File: src/rtl/feistel_state_reg_pkg.sv
// Shared definitions for the Feistel round engine: FSM states and default geometry,
// reused by the key schedule and the top level.
package feistel_state_reg_pkg;

    localparam int DEF_HALF_W = 32;
    localparam int DEF_ROUNDS = 16;

    typedef enum logic [1:0] {
        IDLE = 2'd0,
        RUN  = 2'd1,
        DONE = 2'd2
    } state_t;

endpackage

File: src/rtl/feistel_round_ctr.sv
// Up/down subkey index counter. It saturates on the last round so that ROUND_IDX
// keeps pointing at the final subkey instead of wrapping.
module feistel_round_ctr
    import feistel_state_reg_pkg::*;
#(
    parameter int ROUNDS = DEF_ROUNDS,
    parameter int IDX_W  = $clog2(ROUNDS)
) (
    input  logic             clk,
    input  logic             rst,
    input  logic             clr,
    input  logic             load,
    input  logic             load_down,
    input  logic             step,
    input  logic             down,
    output logic [IDX_W-1:0] idx,
    output logic             last
);

    localparam logic [IDX_W-1:0] TOP = IDX_W'(ROUNDS - 1);

    always_ff @(posedge clk or posedge rst) begin
        if (rst) begin
            idx <= '0;
        end else if (clr) begin
            idx <= '0;
        end else if (load) begin
            idx <= load_down ? TOP : '0;
        end else if (step && !last) begin
            idx <= down ? idx - 1'b1 : idx + 1'b1;
        end
    end

    // down follows the mode latched at accept, so a live DECRYPT change cannot move it
    assign last = down ? (idx == '0) : (idx == TOP);

endmodule

File: src/rtl/feistel_state_reg.sv
// Feistel L/R state register with an external f-function: one round per clock,
// valid/ready on both sides, final half swap on the output word.
module feistel_state_reg
    import feistel_state_reg_pkg::*;
#(
    parameter int HALF_W = DEF_HALF_W,
    parameter int ROUNDS = DEF_ROUNDS,
    parameter int IDX_W  = $clog2(ROUNDS)
) (
    input  logic                CLK,
    input  logic                RST,
    input  logic                CLR,
    input  logic                DECRYPT,
    input  logic                IN_VALID,
    output logic                IN_READY,
    input  logic [2*HALF_W-1:0] DATA_IN,
    output logic [HALF_W-1:0]   RIGHT_OUT,
    input  logic [HALF_W-1:0]   F_IN,
    output logic [IDX_W-1:0]    ROUND_IDX,
    output logic                BUSY,
    output logic                OUT_VALID,
    input  logic                OUT_READY,
    output logic [2*HALF_W-1:0] DATA_OUT
);

    state_t              state;
    logic [HALF_W-1:0]   l;
    logic [HALF_W-1:0]   r;
    logic                mode;
    logic                in_ready_q;
    logic                busy_q;
    logic                out_valid_q;
    logic                accept;
    logic                last;

    assign accept = IN_VALID & in_ready_q;

    feistel_round_ctr #(
        .ROUNDS (ROUNDS),
        .IDX_W  (IDX_W)
    ) u_ctr (
        .clk       (CLK),
        .rst       (RST),
        .clr       (CLR),
        .load      (accept),
        .load_down (DECRYPT),
        .step      (busy_q),
        .down      (mode),
        .idx       (ROUND_IDX),
        .last      (last)
    );

    // Handshake flags are registered next to the state so they change only on edges
    // (or immediately on RST) and never glitch with the inputs.
    always_ff @(posedge CLK or posedge RST) begin
        if (RST) begin
            state       <= IDLE;
            l           <= '0;
            r           <= '0;
            mode        <= 1'b0;
            in_ready_q  <= 1'b1;
            busy_q      <= 1'b0;
            out_valid_q <= 1'b0;
        end else if (CLR) begin
            state       <= IDLE;
            l           <= '0;
            r           <= '0;
            in_ready_q  <= 1'b1;
            busy_q      <= 1'b0;
            out_valid_q <= 1'b0;
        end else begin
            unique case (state)
                IDLE: begin
                    if (accept) begin
                        l          <= DATA_IN[2*HALF_W-1:HALF_W];
                        r          <= DATA_IN[HALF_W-1:0];
                        mode       <= DECRYPT;
                        state      <= RUN;
                        in_ready_q <= 1'b0;
                        busy_q     <= 1'b1;
                    end
                end
                RUN: begin
                    l <= r;
                    r <= l ^ F_IN;
                    if (last) begin
                        state       <= DONE;
                        busy_q      <= 1'b0;
                        out_valid_q <= 1'b1;
                    end
                end
                DONE: begin
                    if (OUT_READY) begin
                        state       <= IDLE;
                        out_valid_q <= 1'b0;
                        in_ready_q  <= 1'b1;
                    end
                end
                default: begin
                    state       <= IDLE;
                    in_ready_q  <= 1'b1;
                    busy_q      <= 1'b0;
                    out_valid_q <= 1'b0;
                end
            endcase
        end
    end

    assign IN_READY  = in_ready_q;
    assign BUSY      = busy_q;
    assign OUT_VALID = out_valid_q;
    assign RIGHT_OUT = r;
    // Output word is gated so nothing leaks onto the bus between blocks.
    assign DATA_OUT  = out_valid_q ? {r, l} : '0;

endmodule

File: config.mk
export PLATFORM = sky130hd
export DESIGN_NAME = feistel_state_reg
export DESIGN_NICKNAME = d
export VERILOG_FILES = /design/src/rtl/feistel_state_reg_pkg.sv /design/src/rtl/feistel_round_ctr.sv /design/src/rtl/feistel_state_reg.sv
export SDC_FILE = /design/constraint.sdc
export NUM_CORES = 1
export LEC_CHECK = 0
export CORE_UTILIZATION = 30
export CTS_CLUSTER_DIAMETER = 30
export DETAILED_ROUTE_END_ITERATION = 10
export HOLD_SLACK_MARGIN = 0.02
export PLACE_DENSITY = 0.59
export SLEW_MARGIN = 20
export SYNTH_ARGS = -nofsm -noshare
export SYNTH_HDL_FRONTEND = slang
export SYNTH_SLANG_ARGS = --single-unit
File: constraint.sdc
create_clock -name CLK -period 2.8 [get_ports CLK]
set_clock_uncertainty 0.1 [all_clocks]
set_input_delay 0.56 -clock CLK [delete_from_list [all_inputs] [get_ports CLK]]
set_output_delay 0.56 -clock CLK [all_outputs]
set_load 0.02 [all_outputs]
# ---- Word-level counts from Yosys, hierarchy flattened
# Index checks and enable logic that the tools add are counted.
dict set report classes {
  addsub 2
  n_eq_ne 9
  muxes 30
  bitwise_logic 3
  reduce_logical 12
}
# cell count
set op_table {}
lappend op_table {{2-to-1 mux 32 bit} 4}
lappend op_table {{one-hot mux 32 bit (2 select lines)} 2}
lappend op_table {{2-to-1 mux 64 bit} 1}
lappend op_table {{bitwise XOR 32 bit} 1}
lappend op_table {{2-to-1 mux 4 bit} 5}
lappend op_table {{AND reduction 3 bit} 5}
lappend op_table {{2-to-1 mux 1 bit} 10}
lappend op_table {{one-hot mux 1 bit (3 select lines)} 3}
lappend op_table {{2-to-1 mux 2 bit} 4}
lappend op_table {{inequality test 2 bit, second input constant} 3}
lappend op_table {{inequality test 3 bit, second input constant} 2}
lappend op_table {{one-hot mux 2 bit (3 select lines)} 1}
lappend op_table {{nonzero test 3 bit} 2}
lappend op_table {{adder 4 x 1 -> 4 bit, second input constant} 1}
lappend op_table {{== test 4 bit, second input constant} 1}
lappend op_table {{logical NOT 4 bit} 1}
lappend op_table {{subtractor 4 x 1 -> 4 bit, second input constant} 1}
lappend op_table {{inequality test 3 x 2 -> 1 bit, second input constant} 1}
lappend op_table {{== test 2 x 1 -> 1 bit, second input constant} 1}
lappend op_table {{== test 2 bit, second input constant} 1}
lappend op_table {{logical NOT 2 bit} 1}
lappend op_table {{AND reduction 2 bit} 1}
lappend op_table {{bitwise AND 1 bit} 1}
lappend op_table {{logical AND 1 bit} 1}
lappend op_table {{other kinds (2)} 2}
dict set report totals {
  regBits 74
  elab_cells 64
}

# ---- Depth between registers and ports, before layout
dict set report depth {
  word_depth 7
  ltp_mapped 8
  depth_no_buf 5
}

# ---- Modules after synthesis
# From an unflattened synthesis, not the netlist that was laid out.
dict set report unflattened {
  cells_unflattened 385
  hier_area_um2 4384.2
}
# module n_inst cells_per_inst area_each_um2 seq_area_each_um2
set modules_own_cells {}
lappend modules_own_cells {feistel_state_reg 1 353 4048.9 1752.9}
lappend modules_own_cells {feistel_round_ctr 1 32 335.3 100.1}

# ---- Least setup slack after synthesis
# OpenSTA, ideal clock, no wires.
dict set report synth_path {
  path_kind {register -> register}
  start {register u_ctr.idx[2]}
  end {register u_ctr.idx[3]}
  setup_time_ns 0.082
  arrival_ns 1.743
  required_time_ns 2.618
  slack_ns 0.875
  stages_incl_launch_ff 6
  n_path_buf 0
  synth_period_minus_slack_ns 1.925
  cell_sequence {dfrtp_1 > ha_1 > a21oi_1 > a21boi_0 > or4_1 > a31oi_1}
}
dict set report synth_via {
  elab_chain_len 5
  elab_cells_between_ends 12
}
# item line_no
set synth_lines {}
lappend synth_lines {{start, declared} feistel_round_ctr.sv:16} ;# output logic [IDX_W-1:0] idx,
lappend synth_lines {{start signal, assigned} feistel_round_ctr.sv:28} ;# idx <= load_down ? TOP : '0;
lappend synth_lines {{start signal, assigned} feistel_round_ctr.sv:30} ;# idx <= down ? idx - 1'b1 : idx + 1'b1;
lappend synth_lines {{adder 4 x 1 -> 4 bit, or another cell as far along} feistel_round_ctr.sv:30}
lappend synth_lines {{2-to-1 mux 4 bit or 2-to-1 mux 1 bit (tied branches)} {feistel_round_ctr.sv:30, feistel_round_ctr.sv:35}}
lappend synth_lines {{2-to-1 mux 4 bit or logical NOT 1 bit (tied branches)} feistel_round_ctr.sv:29} ;# end else if (step && !last) begin
lappend synth_lines {{2-to-1 mux 4 bit or logical AND 1 bit (tied branches)} {feistel_round_ctr.sv:27, feistel_round_ctr.sv:29}}
lappend synth_lines {{2-to-1 mux 4 bit or nonzero test 3 bit (tied branches)} --}
# Several ways; a longest one is shown, not always the timed one. The select of a mux whose other input is x is not followed.
# A chain may end at the register's enable or synchronous reset.

# ---- Final worst setup path
dict set report layout_path {
  start {register out_valid_q, in the netlist OUT_VALID}
  end {output DATA_OUT[20]}
}
dict set report layout_via {
  elab_chain_len 1
}
# item line_no
set layout_lines {}
lappend layout_lines {{start, declared} feistel_state_reg.sv:32} ;# logic out_valid_q;
lappend layout_lines {{start signal, assigned} feistel_state_reg.sv:63} ;# out_valid_q <= 1'b0;
lappend layout_lines {{start signal, assigned} feistel_state_reg.sv:70} ;# out_valid_q <= 1'b0;
lappend layout_lines {{start signal, assigned} feistel_state_reg.sv:89} ;# out_valid_q <= 1'b1;
lappend layout_lines {{2-to-1 mux 64 bit} feistel_state_reg.sv:114} ;# assign DATA_OUT = out_valid_q ? {r, l} : '0;
lappend layout_lines {{end, declared} feistel_state_reg.sv:23} ;# output logic [2*HALF_W-1:0] DATA_OUT
# No other way between the ends.

==> results.md <==
Outcome:
- The run finished with clean final reports.

Place:
- In this run the cell area measured after placement is 0.00654 sq mm.
- The number of cells after detailed placement is 839.
- The number of buffer cells added on primary ports is 204.
- Routability-driven placement finished with a final weighted congestion of 0.757.
- The half-perimeter wire length of the detailed placement result is 9410 microns.

Die:
- The die covers 0.0147 sq mm.
- The floorplan step set the die height to 121 microns.
- Measured along the x axis, the die boundary spans 121 microns.
- The initial cell density of the core is 0.308.
- The area of the placeable core is 0.0139 sq mm.
- The number of top-level pins is 205.
- The number of cell rows is 43.

GRT:
- The via count of the first global-routing pass is 4138.
- The number of antenna violations at the first check in global routing is 0.
- The total global-route track usage is 0.177.
- Entering global routing, the biggest net connects 61 pins.
- The first global-routing pass estimated 20500 microns of wire.
- The total grt overflow is 0.

Logic synthesis:
- A synthesized cell averages 8.93 sq um.
- Synthesis produced a netlist with a net count of 584.
- The proportion of synthesized area in mux cells is 0.0825.
- Of the total synthesized cell area, the portion taken by XOR and XNOR cells is 0.0696.
- The main combinational cell family by area after synthesis is simple AND/OR/NAND/NOR gates.
- The number of warnings issued by yosys is 0.
- Among all cell types in the netlist, the one instantiated most often is dfrtp_1.
- The summed instance area of the synthesized netlist is 0.00428 sq mm.
- By count the netlist is led by dfrtp_1, nand2_1, and2_1, a21oi_1.
- Ranked by total cell area, the synthesized netlist is headed by dfrtp_1, and2_1, mux2i_1, xnor2_1, nand2_1.
- In this run, synthesis produced a sequential element count of 74.
- The top cell type's share of synthesized area is 0.427.
- The share of the synthesized area in compound gates (AO/OA/AOI/OAI) is 0.163.
- Yosys mapped a number of flops with a built-in enable equal to 0.
- The cell taking the most area after synthesis is dfrtp_1.
- The number of unique standard cell types used by synthesis is 37.
- The dominant synthesized flop cell is dfrtp_1.
- Synthesis produced 479 cells.
- Of the total synthesized cell area, the portion taken by AND, OR, NAND and NOR gates is 0.202.
- Counting flops with an async set or reset pin after synthesis yields a share of 1.00.
- Of the total synthesized cell area, the portion taken by full adders, half adders and majority gates is 0.0105.
- Of the synthesized area, sequential elements account for 0.433.

Setup path:
- The capturing element type of the critical path is an output port.
- STA classifies the critical path startpoint as a flip-flop.
- Data arrives at the worst endpoint at 1780 ps.
- The required time of the worst setup path is 2140 ps.
- The worst-path maximum fanout is 34.
- The worst setup path is of the flip-flop to output port kind.

CTS:
- TritonCTS built the clock tree.
- The clock transition at the registers of the reported paths is 60 ps.
- The library cell used as clock root buffer is clkbuf_16.
- The number of setup buffers added after CTS is 0.
- The clock buffer count from CTS is 9.
- Clock latency on the worst-skew pair, taken at its later pin, is 320 ps.
- The number of hold buffers added after CTS was 0.
- The post-cts repair resize count is 0.
- CTS saw 74 sinks.
- The clock passes through at most 2 buffers.
- The H-tree generated during clock tree synthesis spans 3 levels.

Routing:
- The detailed router placed 4041 vias in this run.
- The overall routed net length is 12800 microns.
- The detailed router finished its first iteration with 136 violations.
- In the routed layout, each cell is associated on average with a via count of 4.73.
- The first-pass iteration count of the detailed router is 5.
- In the final routed layout, each cell accounts on average for 15.0 microns.
- After detailed routing, the number of remaining DRC violations is 0.
- The detail route stage leaves a number of antenna-violating nets equal to 0.

Flow run:
- The total of max-cap violations is 0.

Power and ir drop:
- The power per cell area is 544 mW/mm^2.
- The largest voltage drop on the vdd net is 0.000277 V.
- In this run the static leakage power is 0.00285 uW.

Finish:
- The finished cells cover 0.00683 sq mm.
- The layout-stage area growth over the synthesis result is 59.6%.
- The share of final-layout standard cells stronger than drive strength 1 is 0.0563.
- After the flow finishes, the layout carries non-filler instances totaling 855.
- 0 antenna diodes ended up in the layout.
- The net count of the finished layout is 775.

Worst hold path:
- The class of the tightest hold or removal check is flip-flop to flip-flop.

STA:
- The total count of max-transition violations in the final report came to 0.
- The hold violation count in the final report is 0.
- For this run, the top clock speed supported by timing is 411 MHz.
- Setup repair after global routing left no endpoint under its margin.
- The relative max-transition margin is 0.638.
- The final-report setup violation count is 0.
- The transition time at the pin with the least slew margin is 543 ps.
- After layout, the minimum clock period comes to 2440 ps.
- Of the available clock period, the critical path in the final layout requires 0.870.
- The sum of negative setup slack is 0 ps.
-- layout make-up --
type                    count  area (sq um)
fillers                  1318          7050
multi-input cells         366          2280
repair buffers            216          2160
flip-flops and latches     74          1850
clock buffers              11           243
well taps                 180           225
clock inverters             5          53.8
inverters                   3          12.5
-- through the flow --
stage               setup slack [ps]  total power [uW]   util  hold WS [ps]
floorplan                        260              2080      -           383
global placement                 637              2590  0.471           401
detailed placement               584              2620  0.471           409
CTS                              332              3780  0.492           422
global route                     272              3950  0.492           448
finish                           365              3710  0.492           418
-- registers in the layout, summed over array words and instances, names as in the netlist --
signal,cells
mode,1
IN_READY,1
state,2
l,32
RIGHT_OUT,32
OUT_VALID,1
BUSY,1
u_ctr.idx,4
-- metal layers --
metal	up-vias	share of wire	GRT usage	routed length (microns)
met5	-	0	0	0
met4	0	0.020	0.0656	261
met1	1882	0.43	0.217	5490
li1	2008	-	-	-
met2	134	0.49	0.299	6230
met3	17	0.064	0.0399	818
-- critical path, cell delays in order, from the launching register on --
cell             delay, ps
dfrtp_2                350
buf_4                  290
and2_1                 180
clkdlybuf4s50_1        630
-- worst paths after layout --
check	start	endpoint	slack, ps	cells past startpoint
max in group asynchronous	RST	OUT_VALID	1560	3
hold reg to reg	l[4]	l[4]	420	2
setup reg to reg	mode	u_ctr.idx[3]	750	5
min in group asynchronous	RST	l[9]	450	2
hold / removal	l[4]	l[4]	420	2
setup / recovery	OUT_VALID	DATA_OUT[20]	360	3
-- logic make-up (layout without fill, tap and decap cells) --
logic type               after synthesis  in the layout
AO/OA/AOI/OAI                        116            116
XOR/XNOR                              34             34
adder cells (fa/ha/maj)                3              3
buffers and inverters                 39            235
flip-flops                            74             74
multiplexers                          35             35
AND/OR/NAND/NOR                      178            178
-- where the power goes --
| part | internal (uW) | switching, uW | total (uW) |
|---|---|---|---|
| Combinational | 603 | 576 | 1180 |
| Clock | 711 | 418 | 1130 |
| Sequential | 1220 | 185 | 1410 |
-- cells in the final DEF, fill, tap and decap left out, drive strengths merged, types with 2 or more instances in the layout --
| cell | n |
|---|---|
| mux2 | 2 |
| inv | 2 |
| clkinv | 5 |
| xor2 | 2 |
| xnor2 | 32 |
| o31ai | 30 |
| nand3 | 3 |
| clkbuf | 11 |
| buf | 13 |
| nand2 | 67 |
| mux2i | 33 |
| a21oi | 39 |
| dfrtp | 73 |
| nor2 | 35 |
| ha | 2 |
| clkdlybuf4s50 | 203 |
| and2 | 64 |
| a21o | 2 |
| o21ai | 37 |
Power figures use the tool's default switching activity.
